===== src/rtl/jogo_pkg.sv =====
// Shared state codes and game constants for the memory-game control unit.
package jogo_pkg;

  localparam int unsigned DEFAULT_TIMEOUT_CICLOS = 5000;
  localparam int unsigned N_RODADAS              = 16;

  typedef enum logic [3:0] {
    StInicial       = 4'h0,
    StPreparacao    = 4'h1,
    StIniciaRodada  = 4'h2,
    StEsperaJogada  = 4'h3,
    StRegistra      = 4'h4,
    StComparacao    = 4'h5,
    StProximaJogada = 4'h6,
    StPreparaNova   = 4'h7,
    StEsperaNova    = 4'h8,
    StRegistraNova  = 4'h9,
    StGrava         = 4'hA,
    StProximaRodada = 4'hB,
    StFimGanhou     = 4'hC,
    StFimTimeout    = 4'hD,
    StFimPerdeu     = 4'hE
  } estado_e;

  localparam logic [3:0] EstadoInvalido = 4'hF;

endpackage


===== src/rtl/contador_timeout.sv =====
// Clearable, saturating up-counter with a terminal-count flag.
module contador_timeout #(
  parameter int unsigned Max   = 4999,
  parameter int unsigned Width = 13
) (
  input  logic             clk_i,
  input  logic             rst_ni,
  input  logic             clr_i,
  input  logic             en_i,
  output logic [Width-1:0] count_o,
  output logic             tc_o
);

  localparam logic [Width-1:0] MaxVal = Width'(Max);

  logic [Width-1:0] count_q, count_d;

  always_comb begin
    count_d = count_q;
    if (clr_i) begin
      count_d = '0;
    end else if (en_i && (count_q != MaxVal)) begin
      count_d = count_q + 1'b1;
    end
  end

  always_ff @(posedge clk_i or negedge rst_ni) begin
    if (!rst_ni) begin
      count_q <= '0;
    end else begin
      count_q <= count_d;
    end
  end

  assign count_o = count_q;
  assign tc_o    = (count_q == MaxVal);

endmodule


===== src/rtl/unidade_controle_jogo_timeout.sv =====
// Moore control unit for the memory game; play timeout present only with JOGO_TIMEOUT_EN defined.
module unidade_controle_jogo_timeout #(
  parameter int unsigned TIMEOUT_CICLOS = jogo_pkg::DEFAULT_TIMEOUT_CICLOS,
  parameter int unsigned TIMEOUT_W      = 13
) (
  input  logic                 clock,
  input  logic                 reset,
  input  logic                 iniciar,
  input  logic                 jogada,
  input  logic                 jogada_correta,
  input  logic                 enderecoIgualRodada,
  input  logic                 fimR,
  output logic                 zeraE,
  output logic                 contaE,
  output logic                 zeraR,
  output logic                 contaR,
  output logic                 registraR,
  output logic                 gravaM,
  output logic                 ganhou,
  output logic                 perdeu,
  output logic                 pronto,
  output logic                 db_timeout,
  output logic [3:0]           db_estado,
  output logic [TIMEOUT_W-1:0] db_contagem_timeout
);

  import jogo_pkg::*;

  estado_e estado_q, estado_d;
  logic    zera_t, conta_t, timeout_int;

`ifdef JOGO_TIMEOUT_EN
  logic [TIMEOUT_W-1:0] contagem;
  logic                 terminal;

  contador_timeout #(
    .Max   (TIMEOUT_CICLOS - 1),
    .Width (TIMEOUT_W)
  ) u_contador_timeout (
    .clk_i   (clock),
    .rst_ni  (reset),
    .clr_i   (zera_t),
    .en_i    (conta_t),
    .count_o (contagem),
    .tc_o    (terminal)
  );

  assign timeout_int         = conta_t & terminal;
  assign db_contagem_timeout = contagem;
`else
  logic unused_timeout;
  assign unused_timeout      = ^{zera_t, conta_t, TIMEOUT_CICLOS[0]};
  assign timeout_int         = 1'b0;
  assign db_contagem_timeout = '0;
`endif

  always_ff @(posedge clock or negedge reset) begin
    if (!reset) begin
      estado_q <= StInicial;
    end else begin
      estado_q <= estado_d;
    end
  end

  always_comb begin
    estado_d   = estado_q;
    zeraE      = 1'b0;
    contaE     = 1'b0;
    zeraR      = 1'b0;
    contaR     = 1'b0;
    registraR  = 1'b0;
    gravaM     = 1'b0;
    ganhou     = 1'b0;
    perdeu     = 1'b0;
    pronto     = 1'b0;
    db_timeout = 1'b0;
    zera_t     = 1'b0;
    conta_t    = 1'b0;
    db_estado  = estado_q;

    case (estado_q)
      StInicial: begin
        if (iniciar) estado_d = StPreparacao;
      end
      StPreparacao: begin
        zeraE    = 1'b1;
        zeraR    = 1'b1;
        zera_t   = 1'b1;
        estado_d = StIniciaRodada;
      end
      StIniciaRodada: begin
        zeraE    = 1'b1;
        zera_t   = 1'b1;
        estado_d = StEsperaJogada;
      end
      StEsperaJogada: begin
        conta_t = 1'b1;
        // A press on the terminal cycle still counts as a play.
        if (jogada)           estado_d = StRegistra;
        else if (timeout_int) estado_d = StFimTimeout;
      end
      StRegistra: begin
        registraR = 1'b1;
        estado_d  = StComparacao;
      end
      StComparacao: begin
        if (!jogada_correta)           estado_d = StFimPerdeu;
        else if (!enderecoIgualRodada) estado_d = StProximaJogada;
        else if (fimR)                 estado_d = StFimGanhou;
        else                           estado_d = StPreparaNova;
      end
      StProximaJogada: begin
        contaE   = 1'b1;
        zera_t   = 1'b1;
        estado_d = StEsperaJogada;
      end
      StPreparaNova: begin
        contaE   = 1'b1;
        zera_t   = 1'b1;
        estado_d = StEsperaNova;
      end
      StEsperaNova: begin
        conta_t = 1'b1;
        if (jogada)           estado_d = StRegistraNova;
        else if (timeout_int) estado_d = StFimTimeout;
      end
      StRegistraNova: begin
        registraR = 1'b1;
        estado_d  = StGrava;
      end
      StGrava: begin
        gravaM   = 1'b1;
        estado_d = StProximaRodada;
      end
      StProximaRodada: begin
        contaR   = 1'b1;
        estado_d = StIniciaRodada;
      end
      StFimGanhou: begin
        ganhou = 1'b1;
        pronto = 1'b1;
        if (iniciar) estado_d = StPreparacao;
      end
      StFimTimeout: begin
        perdeu     = 1'b1;
        db_timeout = 1'b1;
        pronto     = 1'b1;
        if (iniciar) estado_d = StPreparacao;
      end
      StFimPerdeu: begin
        perdeu = 1'b1;
        pronto = 1'b1;
        if (iniciar) estado_d = StPreparacao;
      end
      default: begin
        estado_d  = StInicial;
        db_estado = EstadoInvalido;
      end
    endcase
  end

endmodule


===== config.mk =====
export PLATFORM = sky130hd
export DESIGN_NAME = unidade_controle_jogo_timeout
export DESIGN_NICKNAME = d
export VERILOG_FILES = /design/src/rtl/jogo_pkg.sv /design/src/rtl/contador_timeout.sv /design/src/rtl/unidade_controle_jogo_timeout.sv
export SDC_FILE = /design/constraint.sdc
export NUM_CORES = 1
export LEC_CHECK = 0
export BUFFER_PORTS_ARGS = -buffer_cell sky130_fd_sc_hd__buf_2
export CAP_MARGIN = 15
export CORE_UTILIZATION = 35
export DETAILED_ROUTE_END_ITERATION = 7
export PLACE_DENSITY = 0.69
export SLEW_MARGIN = 20
export SYNTH_ARGS = -nofsm -noshare
export SYNTH_HDL_FRONTEND = slang
export SYNTH_SLANG_ARGS = --single-unit

===== constraint.sdc =====
create_clock -name clock -period 2.7 [get_ports clock]
set_input_delay 0.405 -clock clock [delete_from_list [all_inputs] [get_ports clock]]
set_output_delay 0.405 -clock clock [all_outputs]
set_load 0.005 [all_outputs]

Word level (Yosys, flattened, before mapping)

Cells that the tools add are included.

Flip-flop bits (word level): 4
Input bits: 7
Output and inout port bits: 27
Logic and storage cells: 47

Equality and inequality tests: 17
Multiplexer cells: 18
Reduce and logical (&&, ||, !) cells: 11

Operators by type and width:

| operator           | number |
|---|---|
| $pmux 4 s10        | 1 |
| $eq 4x4->1 const B | 7 |
| $mux 4             | 7 |
| $eq 4x3->1 const B | 4 |
| $reduce_or 15->1   | 1 |
| $reduce_or 2->1    | 6 |
| $mux 1             | 10 |
| $eq 4x2->1 const B | 2 |
| $eq 4x1->1 const B | 1 |
| $logic_not 4->1    | 1 |
| $ne 2x2->1 const B | 2 |
| $reduce_or 4->1    | 1 |
| $reduce_and 3->1   | 1 |
| $reduce_or 3->1    | 1 |
| $ne 2x1->1 const B | 1 |

Longest topological paths before layout

Gate-level depths: netlist of the first run.

Word-level depth: 4
Mapped depth: 6
Depth with buffers taken out: 4

Least setup slack after synthesis of the first run

OpenSTA, ideal clock, no wires.

Path type: reg-to-reg
Start point: register estado_q[3]
End point: register estado_q[3]
Setup time: 0.121 ns
Arrival: 1.204 ns
Required time: 2.579 ns
Path slack: 1.375 ns
Stages on the path, launching flop included: 6
Buffers on the path: 1
Clock period less this slack: 1.325 ns
Cell sequence: dfrtp_1 > buf_6 > mux2_4 > nor4_2 > nor4_1 > a22o_1

Word-level cells in the longest chain between the ends: 4
Elaborated cells on any way between the ends: 23
Classes of those cells: 17 x eq/ne; 1 x mux; 5 x reduce/logical

RTL lines:

| what                                          | line                                | text |
|---|---|---|
| from (decl)                                   | unidade_controle_jogo_timeout.sv:29 | `estado_e estado_q, estado_d;` |
| from (signal assigned)                        | unidade_controle_jogo_timeout.sv:59 | `estado_q <= StInicial;` |
| from (signal assigned)                        | unidade_controle_jogo_timeout.sv:61 | `estado_q <= estado_d;` |
| $eq 4x4->1 or $logic_not 4->1 (tied branches) | unidade_controle_jogo_timeout.sv:81 | `case (estado_q)` |
| $reduce_or 4->1 (no line)                     | --                                  |  |
| $ne 2x1->1 (no line)                          | --                                  |  |
| $reduce_and 3->1 (no line)                    | --                                  |  |

Parallel ways exist; a longest one is shown, timed or not.
A chain may end at the register's enable or synchronous reset.

Worst setup path after layout of the first run

Start point: register estado_q[0]
End point: output contaR

Word-level cells in the longest chain between the ends: 2

RTL lines:

| what       | line                                | text |
|---|---|---|
| $eq 4x4->1 | unidade_controle_jogo_timeout.sv:81 |  |
| $mux 1     | unidade_controle_jogo_timeout.sv:81 |  |
| to (decl)  | unidade_controle_jogo_timeout.sv:16 | `output logic contaR,` |

Every way passes these cells.

==> results of run 1 <==
-- layer usage --
metal	track usage (%)	up-vias	wire length, um
li1	-	249	-
met1	16.8	220	493
met2	21.3	22	527
met3	0	0	55
met4	7.50	0	0
met5	0	-	0
-- worst min-delay path by stage --
stage             endpoint  slack [ps]  cells past startpoint
2_1_floorplan  estado_q[0]         110                      0
3_3_place_gp   estado_q[0]         210                      1
3_5_place_dp   estado_q[2]         210                      1
4_1_cts        estado_q[2]         470                      3
5_1_grt        estado_q[2]         490                      3
6_report       estado_q[2]         470                      3
-- placed cells by master, fill, tap and decap left out, drive strengths merged, types with 2 or more instances in the layout --
cell,synthesis,routed
nor3,3,3
nand2,4,4
nor2,6,6
conb,1,13
nand2b,2,2
clkbuf,5,3
nor4,3,3
buf,16,20
a22o,2,2
dfrtp,4,4
and2b,2,2
a31oi,2,2
o21ai,4,4
a21oi,4,4
and3b,2,2
-- logic make-up (layout without fill, tap and decap cells) --
group | Yosys count | in the layout | share of synthesized area (%)
AOI/OAI and AO/OA | 15 | 15 | 17.3
muxes | 2 | 2 | 4.44
buffers and inverters | 23 | 25 | 30.2
DFF | 4 | 4 | 17.8
and+or+nand+nor | 26 | 26 | 28.0
other | 1 | 13 | 0.666
xor gates and xnor gates | 1 | 1 | 1.56
-- metrics by stage --
step	worst slack, ps	total power, uW
5_1_grt	636	675
6_report	782	610
3_5_place_dp	1020	538
4_1_cts	767	614
3_3_place_gp	1070	530
2_1_floorplan	1370	504
-- tightest hold or removal path: stages --
cell,delay (ps)
buf_2,110
nand2_1,50
o21ai_0,70
-- repair_timing --
action / in CTS / in global routing
endpoints found under the hold margin: 4 / 0
hold buffers: 1 / 0
endpoints found under the setup margin: 0 / 0
-- layout make-up --
cell class	instances	area (sq um)
well taps	16	20.0
flip-flops and latches	4	100
fillers	167	912
clock buffers	3	22.5
multi-input cells	57	338
repair buffers	21	110
inverters	1	3.75
-- power groups by stage --
stage | clock network, uW | registers [uW] | logic [uW]
floorplan | 0 | 118 | 387
global placement | 0 | 203 | 326
detailed placement | 0 | 206 | 332
CTS | 75.0 | 206 | 334
global route | 81.2 | 220 | 373
finish | 72.1 | 206 | 332
==> results_dict.tcl, run 1 <==
set metrics [dict create \
    outcome "completed" \
    hpwl_um 764 \
    hp-class "in2reg" \
    dieArea_sq_mm 0.00177 \
    r2r_setup_slack_ps 1040 \
    final_util_pct 39.5 \
    crit_slowest_cell "dfrtp_1" \
    setup_viol_count_final 0 \
    rows 14 \
    track_usage_pct 12.8 \
    overflow 0 \
    first_pass_iters 4 \
    pwr-share-clk_pct 11.8 \
    ant_nets 0 \
    n_antenna_cell 0 \
    path_depth 3 \
    crit_path_end "contaR" \
    viasPerCell 4.81 \
    cts_setup_buffers 0 \
    power_frac_comb_pct 54.4 \
    ys_ff_latch 4 \
    power_density_mw_per_mm2 1030 \
    yosysWarnings 0 \
    ios 34 \
    yosysUniqueCellTypes 33 \
    portBuffers 20 \
    fmax_mhz 521 \
    nets 95 \
    crit_path_max_incr_delay_ps 630 \
    skew_ps 5.01 \
    post-route-period-util_pct 71.0 \
    h-tree-depth 1 \
    num_vias 491 \
    synth_area_sq_um 563 \
    reg2reg_to "estado_q[0]" \
    drt-wirelength-per-cell_um 10.6 \
    synth_most_common_cell "buf_4" \
    regMostFlops "estado_q" \
    crit_arrival_ps 1510 \
    peakVddDrop_mv 0.283 \
    finalHoldViolations 0 \
    crit_fanout 15 \
    reg2regPathDepth 4 \
    p_leak_uw 0.000322 \
    hp-start "jogada" \
    yosys.area.top_type "dfrtp_1" \
    netlist_instances 72 \
    path_cells "nand2_1 > and2b_1 > buf_2" \
    rsz0062_at_grt "no" \
    p_switching_uw 283 \
    syn2layout_area_growth_pct 5.56 \
    ys_async_sr_fraction_pct 100 \
    cp-end-kind "output port" \
    drc 0 \
    clk-insertion-delay-late_ps 230 \
    switching_share_pct 46.5 \
    r2r-start "estado_q[0]" \
    clkSinkCount 4 \
    drive_gt1_share_pct 32.6 \
    cts-root-buf "clkbuf_4" \
    die_h_um 42.1 \
    fin_hold_ws_ps 467 \
    setup_tns_ps 0 \
    critPathTopFamily "flip-flops" \
    synth_top_area_share_pct 17.8 \
    initial_core_util_pct 37.4 \
    synth-edff-count 0 \
    reg.largest.list "estado_q (4)" \
    antenna_found_initial 0 \
    ys_top_cells_by_area "dfrtp_1 (18%), buf_4 (17%), clkbuf_8 (4.9%), nor2_1 (4.0%), a21oi_1 (3.6%)" \
    crit_start "estado_q[0]" \
    grt_pass1_vias 418 \
    place_area_sq_um 562 \
    cts_buffers 3 \
    grt_pass1_wl_um 1790 \
    path_clk_slew_ps 40 \
    clock_path_buffers 2 \
    core_sq_mm 0.00151 \
    p_int_uw 326 \
    post_cts_resized 0 \
    synth_common_cells "buf_4 (13), nor2_1 (6)" \
    placed_cells 98 \
    largest_reg_flops 4 \
    layout_min_cycle_time_ps 1920 \
    synthFlopType "dfrtp_1" \
    drv_cap 0 \
    start_kind "flip-flop" \
    stdcell_count 102 \
    worstSetupPathType "reg2out" \
    slew_violations 0 \
    routed_wl_um 1080 \
    postLayoutCellArea_sq_um 594 \
    worstPathRequired_ps 2300 \
    p_seq_share_pct 33.7 \
    drt_iter0_drc 11 \
    syn_area_per_cell_sq_um 7.82 \
    cts_tree "yes" \
    die_w_um 42.1 \
    ys_seq_area_share_pct 17.8 \
    grt_start_max_net_pins 18 \
    path_buf_inv 1 \
    gp_congestion 0.691 \
]
(Power assumes the default switching activity.)
==> run 2, diff against run 1 <==
--- a/config.mk
+++ b/config.mk
@@ -9,7 +9,7 @@
 export CAP_MARGIN = 15
 export CORE_UTILIZATION = 35
 export DETAILED_ROUTE_END_ITERATION = 7
-export PLACE_DENSITY = 0.69
+export PLACE_DENSITY = 0.72
 export SLEW_MARGIN = 20
 export SYNTH_ARGS = -nofsm -noshare
 export SYNTH_HDL_FRONTEND = slang
==> constraint.sdc (replaced) <==
create_clock -name clock -period 1.7 [get_ports clock]
set_input_delay 0.255 -clock clock [delete_from_list [all_inputs] [get_ports clock]]
set_output_delay 0.255 -clock clock [all_outputs]
set_load 0.005 [all_outputs]
==> results_dict.tcl, run 2 (synthesis results as in run 1) <==
set metrics [dict create \
    wl_met3_um 75 \
    fmax_mhz 672 \
    viasPerCell 5.04 \
    hp-start "jogada" \
    path_clk_slew_ps 40 \
    hpwl_um 841 \
    dieArea_sq_mm 0.00177 \
    initial_core_util_pct 37.4 \
    power.total_uw 1040 \
    r2r-start "estado_q[3]" \
    worstHoldEndpoint "estado_q[2]" \
    worstSetupPathType "reg2out" \
    crit_slowest_cell "dfrtp_2" \
    cts-root-buf "clkbuf_4" \
    nets 98 \
    core_sq_mm 0.00151 \
    track_usage_pct 15.3 \
    reg2regPathDepth 4 \
    ant_nets 0 \
    drv_cap 0 \
    path_cells "and2b_4 > mux2i_1 > nor2_1 > buf_2" \
    n_antenna_cell 0 \
    drt_iter0_drc 8 \
    clk-insertion-delay-late_ps 240 \
    die_w_um 42.1 \
    reg2reg_to "estado_q[3]" \
    routed_wl_um 1170 \
    cts_tree "yes" \
    largest_reg_flops 4 \
    setup_viol_count_final 0 \
    layout_min_cycle_time_ps 1490 \
    drive_gt1_share_pct 37.1 \
    setup_tns_ps 0 \
    switching_share_pct 45.3 \
    cp-end-kind "output port" \
    clock_path_buffers 2 \
    gp_congestion 0.733 \
    finalHoldViolations 0 \
    highest_layer "met4" \
    first_pass_iters 4 \
    rows 14 \
    path_buf_inv 1 \
    clkSinkCount 4 \
    worstPathRequired_ps 1440 \
    start_kind "flip-flop" \
    whs_path_depth 3 \
    pwr-share-clk_pct 11.4 \
    r2r_setup_slack_ps 270 \
    h-tree-depth 1 \
    p_leak_uw 0.000334 \
    crit_fanout 11 \
    wl_met1_um 483 \
    drt-wirelength-per-cell_um 11.2 \
    grt_pass1_vias 468 \
    antenna_found_initial 0 \
    crit_path_max_incr_delay_ps 470 \
    num_vias 529 \
    reg.largest.list "estado_q (4)" \
    skew_ps 4.41 \
    drc 0 \
    p_seq_share_pct 22.2 \
    path_depth 4 \
    outcome "completed" \
    final_cell_mix "buf_2 (20), conb_1 (13), nor2_1 (6)" \
    rsz0062_at_grt "no" \
    power_frac_comb_pct 66.4 \
    p_switching_uw 472 \
    final_util_pct 41.1 \
    critPathTopFamily "flip-flops" \
    portBuffers 20 \
    post-route-period-util_pct 87.5 \
    placed_cells 101 \
    slew_violations 0 \
    syn2layout_area_growth_pct 10.0 \
    final_common_cell "buf_2" \
    cts_buffers 3 \
    grt_start_max_net_pins 15 \
    hp-class "in2reg" \
    stdcell_count 105 \
    regMostFlops "estado_q" \
    die_h_um 42.1 \
    overflow 0 \
    power_density_mw_per_mm2 1680 \
    ios 34 \
    wl_met2_um 595 \
    p_int_uw 569 \
    cts_setup_buffers 0 \
    peakVddDrop_mv 0.404 \
    crit_arrival_ps 1230 \
    grt_pass1_wl_um 2080 \
]
run 2: cell types whose count changed in the layout (fill, tap and decap cells not counted):
cell	before	now
buf_4	0	3
dfrtp_1	4	2
dfrtp_2	0	2
run 2: layout make-up:
type,instances,area [sq um]
multi-input cells,57,338
well taps,16,20.0
fillers,167,887
repair buffers,24,133
clock buffers,3,22.5
inverters,1,3.75
flip-flops and latches,4,103
run 2: stage by stage:
step / area [sq um] / hold WS (ps) / setup slack [ps]
after floorplan: 608 / -40.6 / 375
after detailed placement: 584 / 60.4 / 206
after global routing: 619 / 369 / 58.1
after global placement: 584 / 60.3 / 255
final: 619 / 310 / 213
after CTS: 617 / 321 / 91.5
run 2: worst max-delay path by stage:
stage,start,to
6_report,estado_q[3],registraR
5_1_grt,estado_q[2],ganhou
4_1_cts,estado_q[2],ganhou
3_5_place_dp,estado_q[3],estado_q[3]
3_3_place_gp,estado_q[2],estado_q[1]
2_1_floorplan,estado_q[3],estado_q[3]
run 2: layer usage:
layer	GRT usage [%]	up-vias
met5	0	-
met4	10.0	0
met3	0	2
met2	25.6	27
met1	19.5	246
li1	-	254
run 2: repair_timing:
action / in CTS / in global routing
hold endpoints to repair: 4 / 0
hold buffers: 1 / 0
setup endpoints to repair: 0 / 4
resized for setup: 0 / 2
run 2: worst register-to-register path, cell delays in order (launching register included):
cell	delay [ps]
dfrtp_2	470
mux2_4	230
nor4_2	40
nor4_1	430
a22o_1	200
run 2: power by group through the flow:
stage / sequential [uW] / combinational [uW] / clock (uW)
floorplan: 187 / 614 / 0
global placement: 220 / 678 / 0
detailed placement: 227 / 686 / 0
CTS: 226 / 693 / 121
global route: 245 / 786 / 132
finish: 231 / 692 / 119
==> run 3, diff against run 2 <==
--- a/config.mk
+++ b/config.mk
@@ -7,6 +7,7 @@
 export LEC_CHECK = 0
 export BUFFER_PORTS_ARGS = -buffer_cell sky130_fd_sc_hd__buf_2
 export CAP_MARGIN = 15
+export CORE_MARGIN = 5
 export CORE_UTILIZATION = 35
 export DETAILED_ROUTE_END_ITERATION = 7
 export PLACE_DENSITY = 0.72
==> results_dict.tcl, run 3 (synthesis results as in run 1) <==
set metrics [dict create \
    crit_fanout 12 \
    syn2layout_area_growth_pct 10.0 \
    nets 98 \
    drt-wirelength-per-cell_um 11.7 \
    routed_wl_um 1220 \
    peakVddDrop_mv 0.466 \
    h-tree-depth 1 \
    clkSinkCount 4 \
    antenna_found_initial 0 \
    hpwl_um 964 \
    place_area_sq_um 584 \
    drc 0 \
    crit_arrival_ps 1240 \
    dieArea_sq_mm 0.00251 \
    finalHoldViolations 0 \
    gp_congestion 0.874 \
    portBuffers 20 \
    clk-insertion-delay-late_ps 220 \
    slew_violations 0 \
    path_cells "and2b_4 > mux2i_1 > nor2_1 > buf_2" \
    final_common_cell "buf_2" \
    setup_tns_ps 0 \
    outcome "completed" \
    die_h_um 50.1 \
    fmax_mhz 671 \
    hp-class "in2reg" \
    initial_core_util_pct 36.9 \
    reg.largest.list "estado_q (4)" \
    drt_iter0_drc 7 \
    grt_start_max_net_pins 15 \
    clock_path_buffers 2 \
    ant_nets 0 \
    worstPathRequired_ps 1440 \
    final_cell_mix "buf_2 (20), conb_1 (13), nor2_1 (6)" \
    p_switching_uw 457 \
    crit_slowest_cell "dfrtp_2" \
    skew_ps 3.92 \
    p_leak_uw 0.000334 \
    layout_min_cycle_time_ps 1490 \
    final_util_pct 40.6 \
    largest_reg_flops 4 \
    grt_pass1_wl_um 1980 \
    overflow 0 \
    core_sq_mm 0.00152 \
    grt_pass1_vias 462 \
    setup_viol_count_final 0 \
    rows 14 \
    path_clk_slew_ps 40 \
    power_frac_comb_pct 66.9 \
    first_pass_iters 4 \
    critPathTopFamily "flip-flops" \
    postLayoutCellArea_sq_um 619 \
    regMostFlops "estado_q" \
    viasPerCell 4.83 \
    switching_share_pct 44.5 \
    cts_tree "yes" \
    cts_setup_buffers 0 \
    rsz0062_at_grt "no" \
    cts-root-buf "clkbuf_4" \
    worstSetupPathType "reg2out" \
    num_vias 507 \
    cts_buffers 3 \
    drv_cap 0 \
    p_seq_share_pct 22.5 \
    pre_cts_ws_ps 177 \
    cp-end-kind "output port" \
    power_density_mw_per_mm2 1660 \
    post-route-period-util_pct 87.7 \
    p_int_uw 569 \
    n_antenna_cell 0 \
    pwr-share-clk_pct 10.6 \
    path_buf_inv 1 \
    crit_path_max_incr_delay_ps 470 \
    start_kind "flip-flop" \
    die_w_um 50.1 \
    setup_ws_ps 209 \
    drive_gt1_share_pct 37.1 \
    track_usage_pct 9.74 \
    ios 34 \
]
-- run 3: cell counts in the layout (fill, tap and decap cells not counted) --
Identical to the previous run, type by type.
-- run 3: what timing repair did --
action	4_1_cts	5_1_grt
hold buffers	1	0
hold endpoints to repair	4	0
setup endpoints to repair	0	2
gates resized for setup	0	2
-- run 3: layout make-up --
| type | count | area (sq um) |
|---|---|---|
| well taps | 16 | 20.0 |
| inverters | 1 | 3.75 |
| flip-flops and latches | 4 | 103 |
| repair buffers | 24 | 133 |
| clock buffers | 3 | 22.5 |
| multi-input cells | 57 | 338 |
| fillers | 164 | 905 |
-- run 3: path summary, 6_finish.rpt --
path                                   from           to  slack (ps)  cells after the start
worst max-delay path            estado_q[3]    registraR         210                      4
worst min-delay path                 jogada  estado_q[2]         310                      3
worst max register to register  estado_q[3]  estado_q[3]         260                      4
worst min register to register  estado_q[3]  estado_q[3]         690                      1
max in group asynchronous             reset  estado_q[2]        1210                      2
min in group asynchronous             reset  estado_q[1]         360                      2
-- run 3: tightest hold or removal path, delay by kind of cell --
family,cells,cell delay (ps)
AOI/OAI and AO/OA,1,60
buffers and inverters,1,120
and+or+nand+nor,1,50
-- run 3: through the flow --
stage | std cells | power [uW] | hold WS [ps]
after CTS | 105 | 1030 | 306
after floorplan | 84 | 801 | -40.6
after detailed placement | 101 | 917 | 60.3
final | 105 | 1030 | 306
after global placement | 101 | 901 | 61.3
after global routing | 105 | 1140 | 334
-- run 3: per-layer routing --
layer  routed length, um  track usage, %
met1                 527            13.0
met2                 577            15.5
met3                 119            1.51
met5                   0               0
met4                   0            3.93
-- run 3: power by group through the flow --
stage               Clock (uW)  Sequential [uW]  Combinational (uW)
floorplan                    0              187                 614
CTS                        114              225                 695
finish                     109              230                 687
global placement             0              222                 679
global route               121              245                 774
detailed placement           0              226                 691
